$ cat src/rtl/parking_occupancy_counter_if.sv
// parking_occupancy_counter_if: event/preset/error-clear controls in (incr, decr, load, load_value, clear_err, clear_peak); occupancy and status out (count, full, empty, almost_full, ovf_err, unf_err, peak)
interface parking_occupancy_counter_if #(
  parameter int N_LANES = 2,
  parameter int CNT_W   = 5
);
  logic [N_LANES-1:0] incr;
  logic [N_LANES-1:0] decr;
  logic               load;
  logic [CNT_W-1:0]   load_value;
  logic               clear_err;
  logic               clear_peak;
  logic [CNT_W-1:0]   count;
  logic               full;
  logic               empty;
  logic               almost_full;
  logic               ovf_err;
  logic               unf_err;
  logic [CNT_W-1:0]   peak;
  modport master (
    output incr, decr, load, load_value, clear_err, clear_peak,
    input  count, full, empty, almost_full, ovf_err, unf_err, peak
  );
  modport slave (
    input  incr, decr, load, load_value, clear_err, clear_peak,
    output count, full, empty, almost_full, ovf_err, unf_err, peak
  );
endinterface

$ cat src/rtl/parking_occupancy_counter.sv
// parking_occupancy_counter: saturating multi-lane occupancy count with registered status, sticky errors and peak; ports clk, reset (async high), bus (slave modport)
module parking_occupancy_counter #(
  parameter int CAPACITY      = 16,
  parameter int N_LANES       = 2,
  parameter int ALMOST_MARGIN = 2
) (
  input logic                       clk,
  input logic                       reset,
  parking_occupancy_counter_if.slave bus
);
  localparam int CNT_W = $clog2(CAPACITY + 1);
  // wide enough that count plus/minus a full lane popcount never wraps
  localparam int SW = CNT_W + $clog2(N_LANES + 1) + 2;
  localparam logic [CNT_W-1:0] CAP = CNT_W'(CAPACITY);
  localparam logic [CNT_W-1:0] ALM = CNT_W'(CAPACITY - ALMOST_MARGIN);
  localparam logic signed [SW-1:0] CAP_S = SW'(CAPACITY);
  logic [CNT_W-1:0] count_q, count_d, peak_q, peak_d;
  logic full_q, full_d, empty_q, empty_d, almost_q, almost_d;
  logic ovf_q, ovf_d, unf_q, unf_d;
  logic signed [SW-1:0] next_s;
  logic ovf_new, unf_new;
  always_comb begin
    next_s  = $signed(SW'(count_q)) + $signed(SW'($countones(bus.incr))) - $signed(SW'($countones(bus.decr)));
    ovf_new = bus.load ? (bus.load_value > CAP) : (next_s > CAP_S);
    unf_new = !bus.load && next_s[SW-1];
    count_d = bus.load ? (ovf_new ? CAP : bus.load_value)
            : ovf_new ? CAP : unf_new ? '0 : next_s[CNT_W-1:0];
    // a fresh error in the clearing cycle keeps the flag set
    ovf_d    = ovf_new || (ovf_q && !bus.clear_err);
    unf_d    = unf_new || (unf_q && !bus.clear_err);
    peak_d   = (bus.clear_peak || count_d > peak_q) ? count_d : peak_q;
    full_d   = count_d == CAP;
    empty_d  = count_d == '0;
    almost_d = count_d >= ALM;
  end
  always_ff @(posedge clk or posedge reset) begin
    if (reset) begin
      count_q  <= '0;
      peak_q   <= '0;
      full_q   <= 1'b0;
      empty_q  <= 1'b1;
      almost_q <= 1'b0;
      ovf_q    <= 1'b0;
      unf_q    <= 1'b0;
    end else begin
      count_q  <= count_d;
      peak_q   <= peak_d;
      full_q   <= full_d;
      empty_q  <= empty_d;
      almost_q <= almost_d;
      ovf_q    <= ovf_d;
      unf_q    <= unf_d;
    end
  end
  assign bus.count       = count_q;
  assign bus.peak        = peak_q;
  assign bus.full        = full_q;
  assign bus.empty       = empty_q;
  assign bus.almost_full = almost_q;
  assign bus.ovf_err     = ovf_q;
  assign bus.unf_err     = unf_q;
endmodule

$ cat src/flat_wrapper.sv
// flat-port wrapper written by rule: the top's interface ports become plain ports
module parking_occupancy_counter_flat 
#(
  parameter int CAPACITY      = 16,
  parameter int N_LANES       = 2,
  parameter int ALMOST_MARGIN = 2
)
  (clk, reset, bus_incr, bus_decr, bus_load, bus_load_value, bus_clear_err, bus_clear_peak, bus_count, bus_full, bus_empty, bus_almost_full, bus_ovf_err, bus_unf_err, bus_peak);
  parking_occupancy_counter_if #(.N_LANES(N_LANES), .CNT_W(($clog2((16) + 1)))) bus_i ();
  input logic clk;
  input logic reset;
  input wire logic [$bits(bus_i.incr)-1:0] bus_incr;
  input wire logic [$bits(bus_i.decr)-1:0] bus_decr;
  input wire logic [$bits(bus_i.load)-1:0] bus_load;
  input wire logic [$bits(bus_i.load_value)-1:0] bus_load_value;
  input wire logic [$bits(bus_i.clear_err)-1:0] bus_clear_err;
  input wire logic [$bits(bus_i.clear_peak)-1:0] bus_clear_peak;
  output wire logic [$bits(bus_i.count)-1:0] bus_count;
  output wire logic [$bits(bus_i.full)-1:0] bus_full;
  output wire logic [$bits(bus_i.empty)-1:0] bus_empty;
  output wire logic [$bits(bus_i.almost_full)-1:0] bus_almost_full;
  output wire logic [$bits(bus_i.ovf_err)-1:0] bus_ovf_err;
  output wire logic [$bits(bus_i.unf_err)-1:0] bus_unf_err;
  output wire logic [$bits(bus_i.peak)-1:0] bus_peak;
  assign bus_i.incr = bus_incr;
  assign bus_i.decr = bus_decr;
  assign bus_i.load = bus_load;
  assign bus_i.load_value = bus_load_value;
  assign bus_i.clear_err = bus_clear_err;
  assign bus_i.clear_peak = bus_clear_peak;
  assign bus_count = bus_i.count;
  assign bus_full = bus_i.full;
  assign bus_empty = bus_i.empty;
  assign bus_almost_full = bus_i.almost_full;
  assign bus_ovf_err = bus_i.ovf_err;
  assign bus_unf_err = bus_i.unf_err;
  assign bus_peak = bus_i.peak;
  parking_occupancy_counter #(.CAPACITY(CAPACITY), .N_LANES(N_LANES), .ALMOST_MARGIN(ALMOST_MARGIN)) u_core (.clk(clk), .reset(reset), .bus(bus_i));
endmodule
$ cat config.mk
export PLATFORM = sky130hd
export DESIGN_NAME = parking_occupancy_counter_flat
export DESIGN_NICKNAME = d
export VERILOG_FILES = /design/src/rtl/parking_occupancy_counter_if.sv /design/src/rtl/parking_occupancy_counter.sv /design/src/flat_wrapper.sv
export SDC_FILE = /design/constraint.sdc
export NUM_CORES = 1
export LEC_CHECK = 0
export ABC_AREA = 1
export CAP_MARGIN = 20
export CORE_ASPECT_RATIO = 1.5
export CORE_MARGIN = 10
export CORE_UTILIZATION = 50
export DETAILED_ROUTE_END_ITERATION = 10
export PLACE_DENSITY = 0.85
export REMOVE_ABC_BUFFERS = 1
export SLEW_MARGIN = 20
export SYNTH_ARGS = -nofsm -noshare
export SYNTH_HDL_FRONTEND = slang
export SYNTH_SLANG_ARGS = --single-unit
$ cat constraint.sdc
create_clock -name clk -period 4.2 [get_ports clk]
set_input_delay 0.84 -clock clk [delete_from_list [all_inputs] [get_ports clk]]
set_output_delay 0.84 -clock clk [all_outputs]
set_load 0.05 [all_outputs]
# ---- After elaboration in Yosys (flattened, before gate mapping)
# Cells that the tools add are included.
dict set report word_totals {
  regBits 15
  latchBits 0
  mem_bits_rw 0
  rom_bits 0
  input_bits 14
  output_inout_bits 15
  elab_cells 30
  memories 0
}
dict set report classes {
  addsub 4
  n_mul 0
  n_div 0
  n_lt_le_gt_ge 4
  eq_ne 1
  shift 0
  n_mux 5
  n_bitwise 0
  reduce_logical 9
}
# operator count
set ops {}
lappend ops {{5-bit 2-to-1 mux} 4}
lappend ops {{6-bit by 9-bit adder with 9-bit output} 1}
lappend ops {{9-bit by 6-bit > comparator with 1-bit output (second input constant)} 1}
lappend ops {{9-bit subtractor} 1}
lappend ops {{5-bit equality test (second input constant)} 1}
lappend ops {{5-bit by 4-bit greater-or-equal comparator with 1-bit output (second input constant)} 1}
lappend ops {{5-bit > comparator} 1}
lappend ops {{5-bit > comparator (second input constant)} 1}
lappend ops {{5-bit zero test} 1}
lappend ops {{1-bit by 1-bit adder with 2-bit output} 2}
lappend ops {{1-bit logical AND} 3}
lappend ops {{1-bit logical OR} 3}
lappend ops {{1-bit zero test} 2}
lappend ops {{1-bit 2-to-1 mux} 1}

# ---- Logic depth before layout (Yosys ltp)
dict set report logic_depth {
  ltp_word 9
  depth_mapped 28
  mapped_depth_nobuf 28
}

# ---- Worst setup path after synthesis
# OpenSTA, ideal clock, no wires.
dict set report synth_timing {
  path_type {input to register}
  startpoint {input bus_decr[0]}
  endpoint {register u_core.peak_q[4], in the netlist u_core.bus.peak[4]}
  setup_ns 0.123
  arrival_ns 3.826
  required_ns 4.077
  slack_ns 0.251
  stages 23
  n_path_buf 0
  path_cell_list {ha_1 ha_1 inv_1 ha_1 fa_1 nand4_1 nand3_4 nor2_2 inv_2 nand2_1 nand2_1 nand2_1 inv_2 ha_1 nand2_1 nor2_1 nand2_1 o221ai_1 nand2_1 nand2_2 inv_1 nand2_1 o21ai_1}
}
dict set report synth_via {
  elab_chain_cells 8
  word_cells_on_any_way 11
  cone_classes {add/sub (2); order compare (2); mux (5); reduce/logical (2)}
}
# element line
set synth_rtl {}
lappend synth_rtl {{start: declaration} flat_wrapper.sv:13} ;# input wire logic [$bits(bus_i.decr)-1:0] bus_decr;
lappend synth_rtl {{1-bit by 1-bit adder with 2-bit output (implied by the code) *} parking_occupancy_counter.sv:23} ;# next_s = $signed(SW'(count_q)) + $signed(SW'($countones(bus.incr))) - $signed(SW'($countones(bus.decr)));
lappend synth_rtl {{9-bit subtractor *} parking_occupancy_counter.sv:23}
lappend synth_rtl {{9-bit by 6-bit > comparator with 1-bit output / 1-bit logical AND (equally long branches)} {parking_occupancy_counter.sv:24, parking_occupancy_counter.sv:25}}
lappend synth_rtl {{1-bit 2-to-1 mux / 5-bit 2-to-1 mux (equally long branches)} {parking_occupancy_counter.sv:24, parking_occupancy_counter.sv:27}}
lappend synth_rtl {{5-bit 2-to-1 mux, on equally long branches} {parking_occupancy_counter.sv:27, parking_occupancy_counter.sv:26}}
lappend synth_rtl {{5-bit 2-to-1 mux *} parking_occupancy_counter.sv:26} ;# count_d = bus.load ? (ovf_new ? CAP : bus.load_value)
lappend synth_rtl {{via u_core.count_d[4]} parking_occupancy_counter.sv:17} ;# logic [CNT_W-1:0] count_q, count_d, peak_q, peak_d;
lappend synth_rtl {{5-bit > comparator} parking_occupancy_counter.sv:31} ;# peak_d = (bus.clear_peak || count_d > peak_q) ? count_d : peak_q;
lappend synth_rtl {{1-bit logical OR} parking_occupancy_counter.sv:31}
lappend synth_rtl {{end signal: assignment} parking_occupancy_counter.sv:47} ;# peak_q <= peak_d;
lappend synth_rtl {{end: declaration} parking_occupancy_counter.sv:17}
# The timed path passes the listed nets; every way through them passes the cells marked *.
# A chain may end at the register's enable or synchronous reset.

# ---- Worst setup path in the final report
dict set report layout_timing {
  startpoint {input bus_incr[0]}
  endpoint {register u_core.peak_q[1], in the netlist u_core.bus.peak[1]}
}
dict set report layout_via {
  elab_chain_cells 9
  word_cells_on_any_way 12
  cone_classes {add/sub (3); order compare (2); mux (5); reduce/logical (2)}
}
# element line
set layout_rtl {}
lappend layout_rtl {{start: declaration} flat_wrapper.sv:12} ;# input wire logic [$bits(bus_i.incr)-1:0] bus_incr;
lappend layout_rtl {{1-bit by 1-bit adder with 2-bit output (implied by the code) *} parking_occupancy_counter.sv:23}
lappend layout_rtl {{6-bit by 9-bit adder with 9-bit output *} parking_occupancy_counter.sv:23}
lappend layout_rtl {{9-bit subtractor *} parking_occupancy_counter.sv:23}
lappend layout_rtl {{9-bit by 6-bit > comparator with 1-bit output / 1-bit logical AND (equally long branches)} {parking_occupancy_counter.sv:24, parking_occupancy_counter.sv:25}}
lappend layout_rtl {{1-bit 2-to-1 mux / 5-bit 2-to-1 mux (equally long branches)} {parking_occupancy_counter.sv:24, parking_occupancy_counter.sv:27}}
lappend layout_rtl {{5-bit 2-to-1 mux, on equally long branches} {parking_occupancy_counter.sv:27, parking_occupancy_counter.sv:26}}
lappend layout_rtl {{5-bit 2-to-1 mux *} parking_occupancy_counter.sv:26}
lappend layout_rtl {{via u_core.count_d[3]} parking_occupancy_counter.sv:17}
lappend layout_rtl {{5-bit > comparator *} parking_occupancy_counter.sv:31}
lappend layout_rtl {{1-bit logical OR *} parking_occupancy_counter.sv:31}
# Marked as above.

==> run_results.csv <==
group,metric,value,unit
status,status,"finished clean",
yosys,synth-edff-count,0,
yosys,syn-cell-area,0.00128,mm2
cts,cts_hold_buffers,0,
sta,fmax,0.255,GHz
finish,final_cell_mix,"nand2_1, inv_1, clkdlybuf4s50_1",
sta,rsz0062_at_grt,"false",
setup_path,end_kind,"flip-flop",
sta,fin_setup_tns,0,ns
sta,min_period_over_period,93.5,%
die,core,0.00245,mm2
die,rows,22,
yosys,yosysSeqAreaShare,29.4,%
min_path,worstHoldStart,"u_core.bus.peak[0]",
cts,root_buffer,"clkbuf_4",
yosys,synth-main-ff-cell,"dfrtp_1",
grt,grt_pass1_vias,1455,
setup_path,critPathKind,"in -> reg",
yosys,synthArstFlopShare,100,%
setup_path,critPathBufInv,5,
die,die_w,61.4,um
die,ioPinCount,29,
min_path,hold_end,"u_core.bus.peak[0]",
sta,finalSetupViolations,0,
grt,grt_start_max_net_pins,16,
cts,clk_path_buf_depth,2,
detailed_routing,drtAntennaViolNets,0,
setup_path,worstPathRequired,4.44,ns
detailed_routing,vias,1339,
setup_path,rrSetupSlack,0.76,ns
min_path,hold_depth,2,
setup_path,crit_slowest_cell,"fa_1",
cts,htreeDepth,1,
die,start_util,52.3,%
yosys,syn_inst,170,
grt,grt_antenna_before_repair,0,
finish,area.growth.synth_to_final,49.1,%
die,die_y,82.0,um
sta,slew_viol_final,0,
place,gp_congestion,0.831,
detailed_routing,wirelength,4.02,mm
detailed_routing,route.detailed.drc,0,
yosys,ys_warn_count,0,
setup_path,slowest_delay,0.54,ns
cts,cts_tree,"done",
die,die_area,0.00503,mm2
finish,drive_gt1_share,36.4,%
finish,final_common_cell,"nand2_1",
setup_path,crit_fanout,4,
sta,min_period,3.93,ns
sta,hold_violations,0,
setup_path,rr_endpoint,"u_core.bus.peak[1]",
min_path,min_path_type,"reg -> reg",
grt,grt_usage,15.9,%
setup_path,ff2ff_path_depth,23,
sta,tightest_slew,0.571,ns
detailed_routing,viasPerCell,5.49,
cts,clk_latency,0.29,ns
finish,antenna_cells,0,
grt,overflow,0,
detailed_routing,drtIter0Drc,55,
sta,relSlewSlack,61.9,%
setup_path,reg2reg_from,"u_core.bus.count[1]",
yosys,ys_seq_elements,15,
place,hpwl,2.79,mm
yosys,syn_area_per_cell,7.54,um2
finish,fillers,151,
setup_path,worstSetupStartpointType,"input pin",
detailed_routing,first_pass_iters,4,
grt,grt_first_pass_wirelength,6.04,mm
cts,clock_sinks,15,
place,port-buffer-count,28,
sta,finalClockSkew,0.00197,ns
cts,cts_buffers,3,
finish,utilization,78.0,%
place,dpl_worst_slack,-0.472,ns
sta,layout_setup_ws,0.275,ns
sta,hold_slack,0.521,ns
finish,regArea,377,um2
job,drv_cap,0,
setup_path,path_delay_family,"simple AND/OR/NAND/NOR gates",
finish,multi_input_area,888,um2
cts,cts.reportedPaths.clkPinSlew,0.09,ns
setup_path,critPathArrivalTime,4.17,ns
finish,fin_nets,252,
yosys,yosysUniqueCellTypes,27,
detailed_routing,wl_per_cell,16.5,um
[stage by stage]
step	instance area (um2)	std cells
after global placement	1720	238
after detailed placement	1720	238
after CTS	1800	243
after floorplan	1280	169
after global routing	1910	244
final	1910	244
[per-layer routing]
metal	vias up	routed length (um)	global-route usage [%]
met2	52	2310	31.2
met1	629	1360	13.8
met5	-	0	0
li1	635	-	-
met4	0	176	10.3
met3	23	172	3.09
[timing repair]
| action | in CTS | in global routing |
|---|---|---|
| hold endpoints to repair | 0 | 0 |
| pin swaps | 2 | 18 |
| setup buffers | 1 | 1 |
| setup endpoints to repair | 5 | 5 |
| resized for setup | 10 | 26 |
[flip-flops by register name (all words and copies together), names as in the netlist]
| name | flops |
|---|---|
| u_core.bus.full | 1 |
| u_core.bus.almost_full | 1 |
| u_core.bus.unf_err | 1 |
| u_core.bus.ovf_err | 1 |
| u_core.bus.empty | 1 |
| u_core.bus.count | 5 |
| u_core.bus.peak | 5 |
[cells in the mapped netlist (2+ instances only)]
cell / count / area share (%)
a21oi_1: 6 / 2.3
dfrtp_1: 14 / 27
fa_1: 2 / 3.1
ha_1: 15 / 15
inv_1: 30 / 8.8
inv_2: 9 / 2.6
nand2_1: 35 / 10
nand2_2: 8 / 3.9
nand3_1: 12 / 4.7
nand4_1: 3 / 1.5
nor2_1: 14 / 4.1
nor2_4: 2 / 1.8
o211ai_1: 2 / 1.2
o21ai_1: 3 / 1.2
o21ai_2: 2 / 1.4
or2_2: 2 / 0.98
[worst max path at each step]
stage,to,from,cells past startpoint
after floorplan,u_core.bus.peak[4],bus_decr[0],23
after global placement,u_core.bus.peak[4],bus_decr[0],26
after detailed placement,u_core.bus.peak[1],bus_decr[0],26
after CTS,u_core.bus.peak[0],bus_decr[0],26
after global routing,u_core.bus.peak[0],bus_incr[0],25
final,u_core.bus.peak[1],bus_incr[0],25
[tightest hold or removal path, cell delays in order (launching register included)]
cell	delay, ns
dfrtp_1	0.38
nand2_1	0.06
nand2_1	0.05
[kinds of logic after synthesis]
kind of cell / synth area share (%)
flip-flops: 29.4
adder cells (fa/ha/maj): 17.8
AO/OA/AOI/OAI: 8.78
buffers and inverters: 12.3
AND/OR/NAND/NOR: 31.8
[cell type report]
cell class / count / area share, %
Multi-Input combinational cell: 114 / 46.5
Timing Repair Buffer: 47 / 22.8
Sequential cell: 15 / 19.7
Inverter: 40 / 7.98
Tap cell: 24 / 1.57
Clock buffer: 3 / 1.18
Clock inverter: 1 / 0.262
Power is left out: the tool's default activity adds up to more than one toggle a clock period on the data nets, which glitch-free logic cannot reach.
